===== src/rtl/fifo_stream_reader.sv =====
// Read-side drain stage for the cascaded FIFO: turns the one-cycle-latency read
// port into a valid/ready stream through a credit-gated prefetch buffer.
module fifo_stream_reader #(
  parameter int DATA_W    = 36,
  parameter int BUF_DEPTH = 4,
  parameter int CNT_W     = 32
) (
  input  logic              rd_clk,
  input  logic              rst_n,
  input  logic [DATA_W-1:0] fifo_dout,
  input  logic              fifo_empty,
  output logic              fifo_rd_en,
  input  logic              drain_en,
  output logic [DATA_W-1:0] out_data,
  output logic              out_valid,
  input  logic              out_ready,
  output logic [CNT_W-1:0]  word_cnt
);

  localparam int PTR_W = $clog2(BUF_DEPTH);
  localparam int CRD_W = PTR_W + 1;
  localparam logic [CRD_W-1:0] DEPTH_CRD = CRD_W'(BUF_DEPTH);

  logic              pending;
  logic [CRD_W-1:0]  count;
  logic [PTR_W-1:0]  wr_ptr;
  logic [PTR_W-1:0]  rd_ptr;
  logic [DATA_W-1:0] buf_mem [BUF_DEPTH];
  logic [CRD_W-1:0]  credits_used;
  logic              pop;

  // The in-flight read holds a credit; a same-cycle pop frees nothing, which
  // keeps out_ready off the combinational path to fifo_rd_en.
  assign credits_used = count + CRD_W'(pending);
  assign fifo_rd_en   = rst_n & drain_en & ~fifo_empty & (credits_used < DEPTH_CRD);
  assign out_valid    = (count != '0);
  assign pop          = out_valid & out_ready;
  assign out_data     = buf_mem[rd_ptr];

  always_ff @(posedge rd_clk or negedge rst_n) begin
    if (!rst_n) begin
      pending  <= 1'b0;
      count    <= '0;
      wr_ptr   <= '0;
      rd_ptr   <= '0;
      word_cnt <= '0;
    end else begin
      pending <= fifo_rd_en;
      count   <= count + CRD_W'(pending) - CRD_W'(pop);
      if (pending) begin
        wr_ptr <= wr_ptr + PTR_W'(1);
      end
      if (pop) begin
        rd_ptr   <= rd_ptr + PTR_W'(1);
        word_cnt <= word_cnt + CNT_W'(1);
      end
    end
  end

  // Entries are cleared so out_data never carries X after reset.
  always_ff @(posedge rd_clk or negedge rst_n) begin
    if (!rst_n) begin
      for (int i = 0; i < BUF_DEPTH; i++) begin
        buf_mem[i] <= '0;
      end
    end else if (pending) begin
      buf_mem[wr_ptr] <= fifo_dout;
    end
  end

endmodule


===== config.mk =====
export PLATFORM = sky130hd
export DESIGN_NAME = fifo_stream_reader
export DESIGN_NICKNAME = d
export VERILOG_FILES = /design/src/rtl/fifo_stream_reader.sv
export SDC_FILE = /design/constraint.sdc
export NUM_CORES = 1
export LEC_CHECK = 0
export CAP_MARGIN = 20
export CORE_MARGIN = 8
export CORE_UTILIZATION = 59
export DETAILED_ROUTE_END_ITERATION = 8
export PLACE_DENSITY_LB_ADDON = 0.1
export SYNTH_ARGS = -nofsm -noshare
export SYNTH_HDL_FRONTEND = slang
export SYNTH_SLANG_ARGS = --single-unit

===== constraint.sdc =====
create_clock -name rd_clk -period 2.97 [get_ports rd_clk]
set_input_delay 0.594 -clock rd_clk [delete_from_list [all_inputs] [get_ports rd_clk]]
set_output_delay 0.594 -clock rd_clk [all_outputs]
set_load 0.02 [all_outputs]

==> impl_results.md <==
- Clock group share of total power: 0.211
- Yosys reg bits: ~180
- Synth area leaders: dfrtp_1 (57%), mux2_2 (20%), mux4_2 (10%), xor2_1 (2.2%), xnor2_1 (1.7%)
- Clock Sinks: 184
- Hold Buf Count CTS: 0
- Reg2reg setup slack: 1.05 ns
- Top_reg_cell synth: dfrtp_1
- Drc violations: 0
- Top-count cell post-synth: dfrtp_1
- Clock network latency to the later pin of the worst-skew pair: roughly 0.42 ns
- FMAX: between 300 and 400 MHz
- Worst vdd ir: between 500 and 600 uV
- CTS tree: done
- Syn. warnings: 0
- Syn_nets: 567
- Clk buf depth: 2
- Hold_ws: 0.344 ns
- Net Sw Power: 3.31 mW
- CP Class: reg2out
- Max Used Layer: met4
- Reg clk slew, reported paths: about 0.060 ns
- CP Launch Point: rd_ptr[0]
- Critical Path RT: 2.38 ns
- Internal power: roughly 7.5 mW
- Top post-synthesis cells by count: dfrtp_1 (184), mux2_2 (145), mux4_2 (36), xor2_1 (20), buf_2 (18)
- Metal-1 WL: 7.30 mm
- Final min period: 2.80 ns
- Routed wl met2: 8.50 mm
- Gp weighted congestion: just under 0.8
- Sw frac: 0.305
- Least-Margin Pin Slew: 0.817 ns
- Cell variety after synth: 32
- CP endpoint kind: primary output
- Critical path capture point: out_data[4]
- Crit share post-route: 0.944
- Top cell type's share of synthesized area: 0.566
- Total Power: between 10 and 15 mW
- Post-synth EDFFs: 0
- Root Buffer: clkbuf_16
- Via/cell ratio: 5.73
- Cells after Synth: 517
- Maxcap violations: 0
- Largest net degree at the start of global routing: 66
- Leakage power: roughly 4.3 nW
- Dpl hpwl: 11.2 mm
- # rows: 43
- Area growth, synth to finish: 24.1%
- Core area: ~0.014 mm^2
- Worst Reg-to-Reg Cells: 5
- HP Class: in2async
- Deepest level of the CTS H-tree: 4
- Vias: 4,729
- Power share of the sequential group: 0.391
- Setup TNS: 0 ns
- Die area: 0.0178 mm^2
- Dominant cell type by area after synthesis: dfrtp_1
- Synth Area per Inst: around 16 um^2
- Setup Viol. Count Final: 0
- Fin. max-slew vios: 0
- Total CTS buffers: 17
- Logic pwr share: 0.398
- # IOs: around 110
- Hold Vio Cnt, Final: 0
- FFs w/ async S/R, synth: 1.00
- Arrival time at the worst endpoint: 2.21 ns
- RSZ-0062 raised after global routing: false
- ANT nets after route: 0
- TritonRoute pass-1 iters: 6
- PortBufs: 110
- Run status: finished clean
- Wire length per cell: 20.3 um
- Mapped Area: 0.00814 mm^2
- CP Launch Type: register
- Drt first-iter violations: between 200 and 250
- Final Skew: 0.00805 ns
- Crit path max fanout: 6
- Antenna cell count: 0
- Tot GR Track Use: 0.198
- Reg2reg start: wr_ptr[0]
- Routed WL: between 15 and 20 mm
- Wire length on met3: around 750 um
- Initial antenna violation count: 0
- Number of global-route vias before repair: 5,296
- # fillers: approximately 880
- Layout cell share with drive strength beyond 1: 0.382
- Final nets: 683
- Initial Util: 0.595
- Setup ws final: 0.166 ns
- First-pass GRT wire length: 27.9 mm
- Critical R2R Capture: buf_mem[115]
- Grt ovf: 0
- Die height: 133 um
- Pwr Density: between 1000 and 1500 mW/mm^2
- Die Width: between 100 and 150 um
- Dpl ws: between 0.3 and 0.4 ns
- Sequential share of the synthesized area: 0.566
- Relative slew slack: 0.455
## sequential cells by signal, summed over array words and instances, names as in the netlist
signal,count
count,3
word_cnt,32
rd_ptr,2
buf_mem,144
wr_ptr,2
pending,1
## per-layer routing
metal  up-vias  global-route usage
met5         -                   0
met4         0              0.0667
met3        15              0.0561
met2        91               0.323
met1      2501               0.251
li1       2122                   -
## placed cells by master (no fill, tap or decap), types with 4 or more instances in the layout
cell	count
and2_1	5
buf_12	5
buf_4	8
clkbuf_16	17
clkdlybuf4s50_1	108
dfrtp_1	182
ha_1	9
inv_1	10
mux2_2	145
mux4_2	36
nand2_1	12
nand2_2	4
nand3_1	8
nand4_1	8
nor3_2	8
nor4_1	4
xnor2_1	16
xor2_1	20
## what timing repair did
item,in CTS,in global routing
endpoints found under the setup margin,14,6
gates resized for setup,2,0
cloned,0,0
setup buffers,0,1
## area by class of cell
type / instances / area [um^2] / share of cell area
clock buffer: 21 / 460 / 0.0456
clock inverter: 11 / 145 / 0.0144
inverter: 10 / 37.5 / 0.00372
multi-input combinational: 297 / 3360 / 0.333
sequential: 184 / 4610 / 0.456
tap: 180 / 225 / 0.0223
timing repair buffer: 123 / 1260 / 0.125
## critical path, cell delays in order, from the launching register on
cell,delay (ns)
dfrtp_4,0.46
buf_4,0.20
mux4_2,0.56
clkdlybuf4s50_1,0.57
## power by group through the flow
stage               Clock, mW  Sequential, mW  Combinational [mW]
finish                   2.29            4.24                4.31
global route             2.44            4.38                4.60
CTS                      2.33            4.26                4.35
detailed placement          0            4.29                4.32
global placement            0            4.19                4.21
floorplan                   0            4.04                2.93
## stage by stage
step                       util  std cells  area (um^2)
after floorplan               -        517         8140
after CTS                 0.738        825        10100
after global routing      0.739        826        10100
after detailed placement  0.694        793         9480
after global placement    0.694        793         9480
final                     0.739        826        10100
## how the worst min path moves through the flow
stage / startpoint / end / slack (ns) / cells past startpoint
CTS: rst_n / buf_mem[82] / 0.38 / 2
detailed placement: word_cnt[31] / word_cnt[31] / 0.46 / 1
finish: rst_n / buf_mem[81] / 0.34 / 2
floorplan: rst_n / buf_mem[0] / 0.30 / 0
global route: rst_n / buf_mem[45] / 0.41 / 2
global placement: word_cnt[31] / word_cnt[31] / 0.46 / 1
## cells by family after synthesis
family / count (synthesis) / synth area share
adder cells (fa/ha/maj): 9 / 0.0138
multiplexers: 181 / 0.300
AND/OR/NAND/NOR: 69 / 0.0571
buffers and inverters: 36 / 0.0225
AO/OA/AOI/OAI: 2 / 0.00169
flip-flops: 184 / 0.566
XOR/XNOR: 36 / 0.0388
Power figures use the tool's default switching activity.
